===== src/rtl/vec_mag_iter.sv =====
// Iterative 2-D vector magnitude: sumsq = x^2 + y^2 in one cycle, then a
// restoring square root that resolves one root bit per cycle, floor or rounded.
module vec_mag_iter #(
  parameter int W = 8
) (
  input  logic           clk,
  input  logic           rst_n,
  input  logic           in_valid,
  output logic           in_ready,
  input  logic [W-1:0]   x,
  input  logic [W-1:0]   y,
  input  logic           round_en,
  output logic           out_valid,
  input  logic           out_ready,
  output logic [W:0]     mag,
  output logic [2*W:0]   sumsq
);

  localparam int CW = $clog2(W + 1);

  typedef enum logic [1:0] {
    IDLE = 2'd0,
    SQ   = 2'd1,
    ROOT = 2'd2,
    DONE = 2'd3
  } state_t;

  state_t          state_q;
  logic [W-1:0]    x_q;
  logic [W-1:0]    y_q;
  logic            rnd_q;
  logic [2*W+1:0]  rad_q;
  logic [W:0]      root_q;
  logic [W+2:0]    rem_q;
  logic [CW-1:0]   cnt_q;
  logic [W:0]      mag_q;
  logic [2*W:0]    sumsq_q;
  logic            out_valid_q;
  logic            in_ready_q;

  logic [2*W:0]    xe_s;
  logic [2*W:0]    ye_s;
  logic [2*W:0]    sq_s;
  logic [W+2:0]    rem_sh_s;
  logic [W+2:0]    trial_s;
  logic [W+2:0]    rem_nx_s;
  logic [W:0]      root_nx_s;
  logic            rnd_up_s;

  // Sum of squares and one restoring-sqrt digit step
  always_comb begin
    xe_s      = {{(W+1){1'b0}}, x_q};
    ye_s      = {{(W+1){1'b0}}, y_q};
    sq_s      = xe_s * xe_s + ye_s * ye_s;
    rem_sh_s  = {rem_q[W:0], rad_q[2*W+1 -: 2]};
    trial_s   = {root_q, 2'b01};
    rem_nx_s  = rem_sh_s;
    root_nx_s = {root_q[W-1:0], 1'b0};
    if (rem_sh_s >= trial_s) begin
      rem_nx_s  = rem_sh_s - trial_s;
      root_nx_s = {root_q[W-1:0], 1'b1};
    end else begin
      rem_nx_s  = rem_sh_s;
      root_nx_s = {root_q[W-1:0], 1'b0};
    end
    // N > r^2 + r is exactly N >= (r + 0.5)^2 for integer N
    rnd_up_s = rnd_q && (rem_nx_s > {2'b00, root_nx_s});
  end

  // Control FSM with datapath and registered outputs
  always_ff @(posedge clk or negedge rst_n) begin
    if (!rst_n) begin
      state_q     <= IDLE;
      x_q         <= '0;
      y_q         <= '0;
      rnd_q       <= 1'b0;
      rad_q       <= '0;
      root_q      <= '0;
      rem_q       <= '0;
      cnt_q       <= '0;
      mag_q       <= '0;
      sumsq_q     <= '0;
      out_valid_q <= 1'b0;
      in_ready_q  <= 1'b1;
    end else begin
      case (state_q)
        IDLE: begin
          if (in_valid) begin
            x_q        <= x;
            y_q        <= y;
            rnd_q      <= round_en;
            in_ready_q <= 1'b0;
            state_q    <= SQ;
          end else begin
            state_q    <= IDLE;
          end
        end
        SQ: begin
          sumsq_q <= sq_s;
          rad_q   <= {1'b0, sq_s};
          root_q  <= '0;
          rem_q   <= '0;
          cnt_q   <= CW'(W);
          state_q <= ROOT;
        end
        ROOT: begin
          rad_q  <= rad_q << 2;
          rem_q  <= rem_nx_s;
          root_q <= root_nx_s;
          if (cnt_q == '0) begin
            mag_q       <= root_nx_s + {{W{1'b0}}, rnd_up_s};
            out_valid_q <= 1'b1;
            state_q     <= DONE;
          end else begin
            cnt_q <= cnt_q - 1'b1;
          end
        end
        DONE: begin
          if (out_ready) begin
            out_valid_q <= 1'b0;
            in_ready_q  <= 1'b1;
            state_q     <= IDLE;
          end else begin
            state_q     <= DONE;
          end
        end
        default: begin
          out_valid_q <= 1'b0;
          in_ready_q  <= 1'b1;
          state_q     <= IDLE;
        end
      endcase
    end
  end

  assign in_ready  = in_ready_q;
  assign out_valid = out_valid_q;
  assign mag       = mag_q;
  assign sumsq     = sumsq_q;

endmodule


===== config.mk =====
export PLATFORM = sky130hd
export DESIGN_NAME = vec_mag_iter
export DESIGN_NICKNAME = d
export VERILOG_FILES = /design/src/rtl/vec_mag_iter.sv
export SDC_FILE = /design/constraint.sdc
export NUM_CORES = 1
export LEC_CHECK = 0
export ABC_AREA = 0
export BUFFER_PORTS_ARGS = -buffer_cell sky130_fd_sc_hd__buf_2
export CORE_MARGIN = 4
export CORE_UTILIZATION = 57
export CTS_BUF_LIST = sky130_fd_sc_hd__clkbuf_16
export DETAILED_ROUTE_END_ITERATION = 6
export HOLD_SLACK_MARGIN = 0.1
export PLACE_DENSITY_LB_ADDON = 0.12
export SYNTH_ARGS = -nofsm -noshare
export SYNTH_HDL_FRONTEND = slang
export SYNTH_SLANG_ARGS = --single-unit

===== constraint.sdc =====
create_clock -name clk -period 5.2 [get_ports clk]
set_input_delay 0.78 -clock clk [delete_from_list [all_inputs] [get_ports clk]]
set_output_delay 0.78 -clock clk [all_outputs]
set_load 0.02 [all_outputs]

[Word level (Yosys, flattened, before mapping)]
Cells that the tools add are included.
Cells by class
  add/sub/neg operators: 4
  multipliers: 2
  magnitude comparators: 2
  eq/ne operators: 7
  muxes and demuxes: 17
  reduce and logical (&&, ||, !) cells: 11
Operators by type and width (count)
  case mux 18 bit (2 select lines): 1
  case mux 9 bit (2 select lines): 2
  multiplier 8 x 8 -> 16 bit: 2
  adder 16 x 16 -> 17 bit: 1
  >= comparator 11 bit: 1
  > comparator 11 x 9 -> 1 bit: 1
  2-to-1 mux 11 bit: 1
  subtractor 11 bit: 1
  adder 9 x 1 -> 9 bit: 1
  != test 2 bit, second input constant: 4
  case mux 2 bit (4 select lines): 1
  case mux 4 bit (2 select lines): 1
  2-to-1 mux 1 bit: 6
  AND reduction 2 bit: 3
  AND reduction 3 bit: 2
  nonzero test 2 bit: 3
  == test 2 bit, second input constant: 2
  logical NOT 4 bit: 1
  2-to-1 mux 2 bit: 2
  2-to-1 mux 4 bit: 1
  case mux 1 bit (2 select lines): 2
  subtractor 4 x 1 -> 4 bit, second input constant: 1
  == test 2 x 1 -> 1 bit, second input constant: 1
  logical NOT 2 bit: 1
  logical AND 1 bit: 1
Word-level totals
  register bits after elaboration: 87
  logic and storage cells: 55

[Logic depth before layout (Yosys ltp)]
Gate-level depths: netlist (run 1).
  depth in word-level cells: 5
  mapped depth: 23

[Least setup slack after synthesis (run 1)]
No wires, ideal clock.
  path kind: register to register
  start point: reg x_q[2]
  end point: reg rad_q[16]
  arrival: 5513 ps
  data required time: 5069 ps
  path slack: -445 ps
  stages on the path, launching flop included: 20
  path buffers: 1
  clock period less this slack: 5645 ps
  cells stage by stage: dfrtp_1 -> clkbuf_1 -> and2_1 -> fa_1 -> inv_1 -> fa_1 -> inv_1 -> fa_1 -> fa_1 -> fa_1 -> inv_1 -> fa_1 -> inv_1 -> ha_1 -> o21ai_0 -> a211oi_1 -> nand2_1 -> a221oi_1 -> nor4b_1 -> or3_1
On the way
  longest elaborated chain between the ends: 3
RTL lines
  start: declaration: line 29  | logic [W-1:0] x_q;
  start signal: assignment: line 74  | x_q <= '0;
  start signal: assignment: line 89  | x_q <= x;
  multiplier 8 x 8 -> 16 bit: line 54  | sq_s = xe_s * xe_s + ye_s * ye_s;
  adder 16 x 16 -> 17 bit: line 54
  case mux 18 bit (2 select lines): line 86  | case (state_q)
  end signal: assignment: line 100  | rad_q <= {1'b0, sq_s};
  end signal: assignment: line 107  | rad_q <= rad_q << 2;
  end: declaration: line 32  | logic [2*W+1:0] rad_q;
No other way between the ends.
A chain may end at the register's enable or synchronous reset.

[Worst setup path after layout (run 1)]
  start point: reg x_q[1]
  end point: reg rad_q[16]
The elaborated chain is that of the path after synthesis.

==> results of run 1 <==
Yosys cell counts (5+ instances only):
| library cell | number | area, um2 |
|---|---|---|
| inv_1 | 126 | 473 |
| dfrtp_1 | 86 | 2150 |
| ha_1 | 82 | 1030 |
| fa_1 | 76 | 1520 |
| nand2_1 | 43 | 161 |
| mux2_2 | 42 | 473 |
| a21oi_1 | 40 | 200 |
| o21ai_0 | 40 | 200 |
| and2_1 | 37 | 231 |
| nor2_1 | 35 | 131 |
| clkbuf_1 | 23 | 86.3 |
| xnor2_1 | 22 | 193 |
| nand3_1 | 20 | 100 |
| mux2i_1 | 13 | 130 |
| xor2_1 | 10 | 87.6 |
| a21o_1 | 9 | 67.6 |
| nor2b_1 | 9 | 56.3 |
| nor3_1 | 8 | 40.0 |
| a211oi_1 | 7 | 52.6 |
| a22o_1 | 6 | 52.6 |
| or3_1 | 6 | 37.5 |
| and3_1 | 5 | 31.3 |
| nand2b_1 | 5 | 31.3 |
| nand3b_1 | 5 | 37.5 |
| nand4_1 | 5 | 31.3 |
layout by cell type, fill, tap and decap left out, types with 4 or more instances in the layout:
cell type	Yosys	routed
mux2_2	42	36
inv_1	126	118
clkbuf_16	0	9
a21o_1	9	9
fa_2	0	9
nor2_1	35	35
nor3_2	0	5
nor2b_1	9	9
xor2_1	10	9
o21ai_1	2	6
nand2b_1	5	5
xnor2_1	22	19
buf_6	1	4
or3_1	6	6
ha_1	82	71
buf_4	0	91
dfrtp_1	86	74
nand2_1	43	37
and2_1	37	32
and2_4	0	5
a22o_1	6	6
a21oi_1	40	36
ha_4	0	9
nand3b_1	5	5
mux2i_1	13	13
fa_1	76	67
nand2_2	0	5
dfrtp_2	0	12
o21ai_0	40	32
a211oi_2	2	4
nand3_1	20	19
nand4_1	5	5
buf_2	0	47
mux2_4	0	6
inv_2	0	8
and3_1	5	5
path summary, 6_finish.rpt:
check | from | endpoint | slack (ns)
max | x_q[1] | rad_q[16] | -0.26
max reg2reg | x_q[1] | rad_q[16] | -0.26
min in group clk | rad_q[15] | rad_q[15] | 0.50
max in group asynchronous | rst_n | root_q[0] | 3.72
min | rst_n | x_q[0] | 0.46
min reg2reg | rad_q[15] | rad_q[15] | 0.50
timing repair:
action,CTS,global route
setup endpoints to repair,15,22
pin swaps,26,33
setup buffers,8,15
gates resized for setup,29,52
state kept, by name, summed over array words and instances (netlist names), 2 cells and up:
register	cells
cnt_q	4
mag	9
rad_q	18
rem_q	9
root_q	9
state_q	2
sumsq	17
x_q	8
y_q	8
routing by layer:
| metal | vias up | part of all wire (%) | track usage (%) |
|---|---|---|---|
| met3 | 22 | 4.1 | 4.28 |
| met5 | - | 0 | 0 |
| met4 | 0 | 1.6 | 5.74 |
| met1 | 3038 | 47 | 34.0 |
| li1 | 2894 | - | - |
| met2 | 121 | 47 | 38.8 |
cell type report:
class	count	area, um2	share of cell area (%)
well taps	176	220	2.26
inverters	126	473	4.85
repair buffers	142	963	9.89
flip-flops and latches	87	2190	22.5
multi-input cells	560	5600	57.4
clock buffers	9	225	2.31
clock inverters	7	72.6	0.745
cell families (layout without fill, tap and decap cells):
kind of cell    after synthesis  in the layout  share of synthesized area, %
mux                          55             55                          7.57
simple gates                182            182                          11.6
flops                        87             87                          27.3
xor+xnor                     32             32                          3.52
compound gates              133            133                          10.7
fa+ha+maj                   158            158                          32.0
buf+inv                     154            284                          7.35
through the flow:
| step | hold slack [ns] | cell area [um2] | setup WS [ns] | std cells | setup TNS, ns |
|---|---|---|---|---|---|
| after detailed placement | 0.479 | 8950 | -0.326 | 1069 | -2.99 |
| after CTS | 0.488 | 9420 | -0.239 | 1093 | -2.31 |
| after global placement | 0.465 | 8950 | -0.206 | 1069 | -1.77 |
| after global routing | 0.512 | 9740 | -0.466 | 1107 | -4.65 |
| after floorplan | 0.451 | 8090 | -0.102 | 801 | -0.171 |
| final | 0.461 | 9740 | -0.255 | 1107 | -1.76 |
==> load_flow_metrics.sql, run 1 <==
INSERT INTO impl_metrics (metric_group, metric, value, unit) VALUES
('critical_path', 'critical_path_peak_fanout', '4', ''),
('routing', 'drc', '0', ''),
('critical_path', 'cp_num_buf_inv', '4', ''),
('run_status', 'run_status', 'complete, but fails checks', ''),
('clock_network', 'tritoncts', 'yes', ''),
('critical_path', 'timing.critical_path.arrival', '5.68', 'ns'),
('critical_path', 'path_delay_family', 'adder cells', ''),
('synth', 'postSynth.asyncResetShare', '100', '%'),
('global_route', 'number_of_antenna_violations_at_the_first_check_in_global_routing', '0', ''),
('sta', 'worst_clock_skew', '0.0202', 'ns'),
('critical_path', 'start_kind', 'flip-flop', ''),
('global_route', 'maximum_number_of_pins_on_one_net_before_global_route_repair', '57', ''),
('clock_network', 'cts_num_sinks', '87', ''),
('routing', 'avgRoutedWirePerCell', '16.4', 'um'),
('sta', 'pins_over_their_slew_limit', '0', ''),
('synth', 'postSynthAreaPerCell', '9.95', 'um2'),
('clock_network', 'clk_transition_reported_paths', '0.09', 'ns'),
('synth', 'post_synth_num_cell_types', '50', ''),
('floorplanning', 'floorplan.die.height', '126', 'um'),
('sta', 'hold_viol', '0', ''),
('floorplanning', 'die-width', '126', 'um'),
('finish', 'antenna_cells', '0', ''),
('floorplanning', 'die_footprint', '0.0159', 'mm2'),
('sta', 'highest_achievable_clock_rate', '183', 'MHz'),
('routing', 'routed_wl', '18100', 'um'),
('critical_path', 'critical-path-max-stage-delay', '0.56', 'ns'),
('synth', 'synth-seq-cells', '87', ''),
('synth', 'post_synth_design_cell_area', '0.00797', 'mm2'),
('sta', 'worst-slew-pin-transition', '1.23', 'ns'),
('synth', 'synth_sequential_area_ratio', '27.3', '%'),
('finish', 'drive_gt1_share', '30.4', '%'),
('synth', 'synth_fp_nets', '980', ''),
('sta', 'maxSlewHeadroom', '17.4', '%'),
('placed_design', 'detailed_place_hpwl', '13700', 'um'),
('finish', 'area_delta_synth_final', '22.3', '%'),
('placed_design', 'placement.io_buffers', '48', ''),
('critical_path', 'cp_cell_sequence', 'and2_4 > fa_1 > inv_2 > fa_2 > inv_2 > fa_1 > fa_2 > fa_1 > inv_2 > fa_1 > inv_2 > ha_4 > o21ai_4 > a211oi_4 > nand2_2 > a221oi_4 > nor4b_1 > or3_1', ''),
('synth', 'post_synth_inst_count', '801', ''),
('clock_network', 'clock_insertion_delay_worst_skew', '0.36', 'ns'),
('global_route', 'grt_pass1_vias', '6443', ''),
('critical_path', 'worst-setup-path-type', 'flip-flop to flip-flop', ''),
('sta', 'final_critical_path_setup_slack', '-0.255', 'ns'),
('floorplanning', 'fp-row-count', '42', ''),
('routing', 'antenna_violating_nets_post_route', '0', ''),
('floorplanning', 'floorplan.core_area', '0.0135', 'mm2'),
('sta', 'final.period_utilization', '105', '%'),
('floorplanning', 'initial_util', '59.2', '%'),
('global_route', 'track_usage', '24.0', '%'),
('synth', 'yosys_most_used_dff', 'dfrtp_1', ''),
('routing', 'drt_pass1_iterations', '4', ''),
('floorplanning', 'ioPinCount', '49', ''),
('clock_network', 'clock_tree.buffer_depth', '2', ''),
('critical_path', 'r2r.worst_path.cells', '18', ''),
('clock_network', 'maximum_level_of_the_cts_h_tree', '3', ''),
('run_status', 'failing_checks', 'setup timing', ''),
('critical_path', 'critical_path.endpoint_type', 'flip-flop', ''),
('hold_path', 'hold_class', 'input port to asynchronous set/reset pin', ''),
('clock_network', 'hold_buffers', '0', ''),
('global_route', 'global_route.overflow_total', '0', ''),
('flow_run', 'max_cap_violations', '0', ''),
('sta', 'setup_viol', '13', ''),
('routing', 'via_count', '6075', ''),
('sta', 'finalCriticalPeriod', '5.46', 'ns'),
('finish', 'final_nets', '1105', ''),
('placed_design', 'finalWeightedCongestion', '0.929', ''),
('critical_path', 'slowest_stage', 'fa_2', ''),
('synth', 'synth_edf_count', '0', ''),
('routing', 'vias_per_cell', '5.49', ''),
('finish', 'post-route-util', '72.4', '%'),
('critical_path', 'cp_data_required_time', '5.42', 'ns'),
('synth', 'yosys_warnings', '0', ''),
('clock_network', 'cts-buffers-inserted', '9', ''),
('global_route', 'grt_first_pass_wirelength', '31100', 'um'),
('critical_path', 'cp.depth', '18', ''),
('clock_network', 'cts.root.buffer_cell', 'clkbuf_16', ''),
('sta', 'grt_setup_unrepaired', 'true', ''),
('routing', 'drt_iter0_markers', '356', ''),
('finish', 'fillCellCount', '1009', '');
Power of run 1 is not shown: default switching activity piles up to over one toggle a cycle in this logic, so the estimate is an artifact.
==> run 2, diff against run 1 <==
ABC_AREA = 1   (was 0)
CORE_UTILIZATION = 60   (was 57)
GPL_TIMING_DRIVEN = 0   (was not set)
clock period = 5.38 ns   (was 5.2 ns; I/O delays follow)
==> load_flow_metrics.sql, run 2 <==
INSERT INTO impl_metrics (metric_group, metric, value, unit) VALUES
('run_status', 'run_status', 'finished clean', ''),
('sta', 'hold_viol', '0', ''),
('clock_network', 'cts_num_sinks', '87', ''),
('synth', 'synth_fp_nets', '1167', ''),
('clock_network', 'clock_tree.buffer_depth', '2', ''),
('synth', 'yosys_most_used_dff', 'dfrtp_1', ''),
('placed_design', 'detailed_place_hpwl', '13900', 'um'),
('routing', 'via_count', '6459', ''),
('clock_network', 'maximum_level_of_the_cts_h_tree', '3', ''),
('placed_design', 'place_ws', '-0.297', 'ns'),
('clock_network', 'clock_insertion_delay_worst_skew', '0.36', 'ns'),
('synth', 'synth.top_cells.by_count', '237 x nand2_1, 230 x inv_1, 86 x dfrtp_1', ''),
('sta', 'setup_viol', '0', ''),
('routing', 'antenna_violating_nets_post_route', '0', ''),
('sta', 'final_critical_path_setup_slack', '0.210', 'ns'),
('sta', 'pins_over_their_slew_limit', '0', ''),
('finish', 'postLayoutCellArea', '0.00927', 'mm2'),
('clock_network', 'hold_buffers', '0', ''),
('finish', 'largest_register_ff_count', '18', ''),
('finish', 'drive_gt1_share', '17.4', '%'),
('routing', 'vias_per_cell', '5.22', ''),
('global_route', 'grt_first_pass_wirelength', '30900', 'um'),
('synth', 'yosysMostFrequentCell', 'nand2_1', ''),
('finish', 'area_delta_synth_final', '13.1', '%'),
('floorplanning', 'fp-row-count', '42', ''),
('synth', 'postSynthAreaPerCell', '8.29', 'um2'),
('synth', 'yosys.area.top_type', 'dfrtp_1', ''),
('clock_network', 'clk_transition_reported_paths', '0.07', 'ns'),
('sta', 'grt_setup_unrepaired', 'true', ''),
('global_route', 'grt_pass1_vias', '6467', ''),
('synth', 'synth-seq-cells', '87', ''),
('finish', 'final_nets', '1235', ''),
('placed_design', 'finalWeightedCongestion', '0.911', ''),
('finish', 'antenna_cells', '0', ''),
('synth', 'post_synth_inst_count', '988', ''),
('clock_network', 'cts.root.buffer_cell', 'clkbuf_16', ''),
('critical_path', 'start_kind', 'flip-flop', ''),
('routing', 'drt_iter0_markers', '419', ''),
('critical_path', 'r2r.worst_path.cells', '20', ''),
('sta', 'maxSlewHeadroom', '51.8', '%'),
('placed_design', 'placement.io_buffers', '48', ''),
('synth', 'synth_edf_count', '0', ''),
('global_route', 'global_route.overflow_total', '0', ''),
('synth', 'netlist_top_cells_area', 'dfrtp_1 26%, fa_1 19%, ha_1 13%, nand2_1 11%, inv_1 11%', ''),
('routing', 'drt_pass1_iterations', '5', ''),
('finish', 'layout.cells.non_filler', '1237', ''),
('synth', 'synth_sequential_area_ratio', '26.6', '%'),
('flow_run', 'max_cap_violations', '0', ''),
('finish', 'post-route-util', '69.7', '%'),
('routing', 'routed_wl', '18200', 'um'),
('sta', 'finalCriticalPeriod', '5.17', 'ns'),
('floorplanning', 'die-width', '125', 'um'),
('clock_network', 'cts-buffers-inserted', '9', ''),
('finish', 'largest-register', 'rad_q', ''),
('sta', 'worst_clock_skew', '0.00824', 'ns'),
('global_route', 'track_usage', '24.4', '%'),
('critical_path', 'critical_path_peak_fanout', '4', ''),
('floorplanning', 'floorplan.die.height', '125', 'um'),
('critical_path', 'worst-setup-path-type', 'flip-flop to flip-flop', ''),
('synth', 'post_synth_num_cell_types', '40', ''),
('finish', 'final_cell_mix', '229 x inv_1, 228 x nand2_1, 77 x ha_1', ''),
('hold_path', 'hold_class', 'input port to asynchronous set/reset pin', ''),
('routing', 'drc', '0', ''),
('sta', 'highest_achievable_clock_rate', '193', 'MHz'),
('critical_path', 'critical_path.endpoint_type', 'flip-flop', ''),
('floorplanning', 'floorplan.core_area', '0.0133', 'mm2'),
('global_route', 'number_of_antenna_violations_at_the_first_check_in_global_routing', '0', ''),
('clock_network', 'tritoncts', 'yes', ''),
('floorplanning', 'die_footprint', '0.0156', 'mm2'),
('synth', 'yosys_warnings', '0', ''),
('placed_design', 'place_area', '0.00868', 'mm2'),
('critical_path', 'timing.critical_path.arrival', '5.46', 'ns'),
('floorplanning', 'initial_util', '61.6', '%'),
('routing', 'avgRoutedWirePerCell', '14.7', 'um'),
('placed_design', 'numPlacedInstances', '1213', ''),
('synth', 'post_synth_design_cell_area', '0.00819', 'mm2'),
('synth', 'yosysTopAreaCellShare', '26.3', '%'),
('global_route', 'maximum_number_of_pins_on_one_net_before_global_route_repair', '68', ''),
('critical_path', 'cp_data_required_time', '5.67', 'ns'),
('sta', 'final.period_utilization', '96.1', '%'),
('finish', 'most_common_cell_after_layout_fill_and_taps_aside', 'inv_1', ''),
('synth', 'postSynth.asyncResetShare', '100', '%'),
('floorplanning', 'ioPinCount', '49', ''),
('sta', 'worst-slew-pin-transition', '0.723', 'ns');
==> run 2: cell types whose count changed after synthesis, sizes merged, moves of 9 or more <==
| cell | previous run | this run |
|---|---|---|
| nor2b | 9 | 0 |
| and2 | 37 | 0 |
| a211oi | 9 | 0 |
| nand3 | 20 | 31 |
| nand2 | 43 | 252 |
| mux2i | 13 | 0 |
| a21oi | 40 | 26 |
| xnor2 | 22 | 13 |
| o22ai | 0 | 19 |
| inv | 126 | 232 |
| mux2 | 42 | 9 |
==> run 2: final timing paths <==
check	startpoint	to	slack (ns)
worst max register to register	x_q[4]	rad_q[13]	0.21
worst min register to register	sumsq[16]	sumsq[16]	0.48
worst min-delay path	rst_n	sumsq[2]	0.35
max in group asynchronous	rst_n	in_ready	4.34
worst max-delay path	x_q[4]	rad_q[13]	0.21
min in group clk	sumsq[16]	sumsq[16]	0.48
==> run 2: kinds of logic (layout without fill, tap and decap cells) <==
logic type | count (synthesis) | after routing | synth area share [%]
compound gates | 108 | 108 | 8.14
fa+ha+maj | 158 | 158 | 31.1
flops | 87 | 87 | 26.6
xor+xnor | 31 | 31 | 3.31
buf+inv | 265 | 338 | 12.4
simple gates | 330 | 330 | 17.2
mux | 9 | 9 | 1.24
==> run 2: per-stage QoR <==
stage	setup TNS, ns	hold WS (ns)
after floorplan	0	0.449
after global placement	-1.83	0.465
after detailed placement	-3.00	0.465
after CTS	0	0.355
after global routing	-0.100	0.366
final	0	0.354
==> run 2: routing by layer <==
layer	global-route usage, %	part of all wire [%]	up-vias
li1	-	-	3149
met1	36.3	47	3142
met2	38.1	46	149
met3	3.34	5.4	19
met4	5.93	1.4	0
met5	0	0	-
==> run 2: layout make-up <==
type	count	area, um2
sequential	87	2190
timing repair buffer	70	423
tap	176	220
inverter	234	878
fill	1068	4030
clock buffer	9	225
buffer	18	105
multi-input combinational	636	5150
clock inverter	7	72.6
==> run 2: what timing repair did <==
item,CTS,global route
setup endpoints to repair,18,18
pin swaps,1,19
resized for setup,12,50
buffers inserted,1,20
==> run 2: critical path: stages, from the launching register on <==
cell and delay [ns]:
dfrtp_1 0.41, buf_4 0.14, buf_4 0.13, fa_2 0.55, inv_1 0.05, fa_1 0.52, inv_1 0.05, fa_1 0.47
fa_2 0.49, fa_1 0.49, inv_1 0.05, fa_1 0.52, inv_1 0.06, ha_4 0.25, a21oi_2 0.15, o21a_1 0.16
nand2_2 0.10, a21oi_2 0.21, xor2_2 0.18, nand2_1 0.07, nand2_1 0.06
Power of run 2 is left out for the same reason.
==> run 3, diff against run 2 <==
CORE_MARGIN = not set   (was 4)
==> load_flow_metrics.sql, run 3 (synthesis gave the netlist of run 2 again) <==
INSERT INTO impl_metrics (metric_group, metric, value, unit) VALUES
('critical_path', 'critical_path.endpoint_type', 'flip-flop', ''),
('finish', 'largest-register', 'rad_q', ''),
('floorplanning', 'ioPinCount', '49', ''),
('routing', 'drt_pass1_iterations', '5', ''),
('sta', 'tns', '0', 'ns'),
('sta', 'setup_viol', '0', ''),
('routing', 'drc', '0', ''),
('floorplanning', 'fp-row-count', '42', ''),
('finish', 'antenna_cells', '0', ''),
('sta', 'fin_worst_hold_slack', '0.401', 'ns'),
('clock_network', 'clk_transition_reported_paths', '0.08', 'ns'),
('finish', 'regArea', '0.00219', 'mm2'),
('clock_network', 'hold_buffers', '0', ''),
('global_route', 'global_route.overflow_total', '0', ''),
('sta', 'finalCriticalPeriod', '5.27', 'ns'),
('critical_path', 'worst-setup-path-type', 'flip-flop to flip-flop', ''),
('floorplanning', 'die_footprint', '0.0141', 'mm2'),
('global_route', 'maximum_number_of_pins_on_one_net_before_global_route_repair', '60', ''),
('sta', 'hold_viol', '0', ''),
('floorplanning', 'initial_util', '61.6', '%'),
('finish', 'final_nets', '1244', ''),
('finish', 'multi_input_area', '0.00517', 'mm2'),
('routing', 'routed_wl', '18200', 'um'),
('routing', 'antenna_violating_nets_post_route', '0', ''),
('global_route', 'number_of_antenna_violations_at_the_first_check_in_global_routing', '0', ''),
('flow_run', 'max_cap_violations', '0', ''),
('placed_design', 'placement.io_buffers', '48', ''),
('sta', 'worst_clock_skew', '0.00760', 'ns'),
('sta', 'highest_achievable_clock_rate', '190', 'MHz'),
('critical_path', 'start_kind', 'flip-flop', ''),
('global_route', 'grt_first_pass_wirelength', '30200', 'um'),
('sta', 'final.period_utilization', '97.9', '%'),
('finish', 'fillCellCount', '1070', ''),
('finish', 'drive_gt1_share', '18.2', '%'),
('clock_network', 'maximum_level_of_the_cts_h_tree', '3', ''),
('sta', 'final_critical_path_setup_slack', '0.114', 'ns'),
('floorplanning', 'floorplan.core_area', '0.0133', 'mm2'),
('routing', 'vias_per_cell', '5.22', ''),
('finish', 'area_delta_synth_final', '14.3', '%'),
('critical_path', 'critical_path.reg2reg.endpoint', 'rad_q[12]', ''),
('routing', 'avgRoutedWirePerCell', '14.6', 'um'),
('clock_network', 'cts.root.buffer_cell', 'clkbuf_16', ''),
('floorplanning', 'floorplan.die.height', '119', 'um'),
('routing', 'drt_iter0_markers', '451', ''),
('critical_path', 'cp_data_required_time', '5.63', 'ns'),
('clock_network', 'cts_num_sinks', '87', ''),
('run_status', 'run_status', 'finished clean', ''),
('finish', 'largest_register_ff_count', '18', ''),
('critical_path', 'reg2reg_slack', '0.11', 'ns'),
('sta', 'worst-slew-pin-transition', '0.758', 'ns'),
('clock_network', 'tritoncts', 'yes', ''),
('critical_path', 'crit-reg2reg-launch', 'x_q[0]', ''),
('global_route', 'track_usage', '27.6', '%'),
('critical_path', 'critical_path_peak_fanout', '8', ''),
('sta', 'maxSlewHeadroom', '49.5', '%'),
('global_route', 'grt_pass1_vias', '6527', ''),
('finish', 'most_common_cell_after_layout_fill_and_taps_aside', 'inv_1', ''),
('clock_network', 'clock_insertion_delay_worst_skew', '0.35', 'ns'),
('sta', 'pins_over_their_slew_limit', '0', ''),
('critical_path', 'r2r.worst_path.cells', '20', ''),
('placed_design', 'place_ws', '-0.304', 'ns'),
('hold_path', 'hold_class', 'input port to asynchronous set/reset pin', ''),
('floorplanning', 'die-width', '119', 'um'),
('placed_design', 'finalWeightedCongestion', '0.867', ''),
('critical_path', 'timing.critical_path.arrival', '5.52', 'ns'),
('routing', 'via_count', '6498', ''),
('clock_network', 'clock_tree.buffer_depth', '2', ''),
('placed_design', 'detailed_place_hpwl', '13900', 'um'),
('clock_network', 'cts-buffers-inserted', '9', ''),
('finish', 'post-route-util', '70.4', '%'),
('finish', 'final_cell_mix', '228 x inv_1, 226 x nand2_1, 77 x ha_1', '');
[run 3: critical path, cell delays in order (launching register included)]
cell     delay [ns]
dfrtp_2        0.49
buf_4          0.16
nand2_2        0.09
fa_1           0.44
fa_1           0.54
inv_1          0.05
fa_1           0.46
fa_1           0.47
fa_1           0.51
inv_1          0.06
fa_1           0.54
inv_1          0.07
ha_4           0.24
a21oi_4        0.18
inv_1          0.07
o21ai_2        0.13
nand3_2        0.12
buf_4          0.16
nand2_1        0.07
inv_1          0.07
o31ai_1        0.25
[run 3: how the worst max path moves through the flow]
stage                      start   endpoint  slack (ns)  cells past startpoint
after floorplan           x_q[1]  rad_q[16]        0.24                     20
final                     x_q[0]  rad_q[12]        0.11                     20
after global routing      x_q[0]  rad_q[12]       -0.05                     20
after CTS                 x_q[3]  sumsq[13]       0.004                     19
after global placement    x_q[4]  sumsq[13]       -0.22                     20
after detailed placement  x_q[1]  rad_q[16]       -0.30                     20
[run 3: per-layer routing]
layer  up-vias  track usage, %  part of all wire (%)  wire length [um]
met5         -               0                     0                 0
met4         0            8.62                   1.7               313
met3        23            4.65                   4.6               830
met2       138            43.9                    46              8430
met1      3160            38.7                    47              8610
li1       3177               -                     -                 -
[run 3: area by class of cell]
| class | instances | share of cell area, % |
|---|---|---|
| buffer | 18 | 1.16 |
| clock buffer | 9 | 2.41 |
| clock inverter | 7 | 0.802 |
| inverter | 234 | 9.38 |
| multi-input combinational | 636 | 55.2 |
| sequential | 87 | 23.4 |
| tap | 176 | 2.35 |
| timing repair buffer | 79 | 5.24 |
[run 3: per-stage QoR]
stage	cell area, um2	std cells
after global placement	8650	1212
final	9360	1246
after floorplan	8190	988
after CTS	8980	1219
after global routing	9360	1246
after detailed placement	8680	1213
[run 3: timing repair]
| action | in CTS | in global routing |
|---|---|---|
| pin swaps | 1 | 39 |
| resized for setup | 15 | 50 |
| buffers inserted | 3 | 27 |
| cloned | 0 | 0 |
| hold endpoints to repair | 0 | 0 |
| endpoints found under the setup margin | 18 | 18 |
Power of run 3 is left out for the same reason.
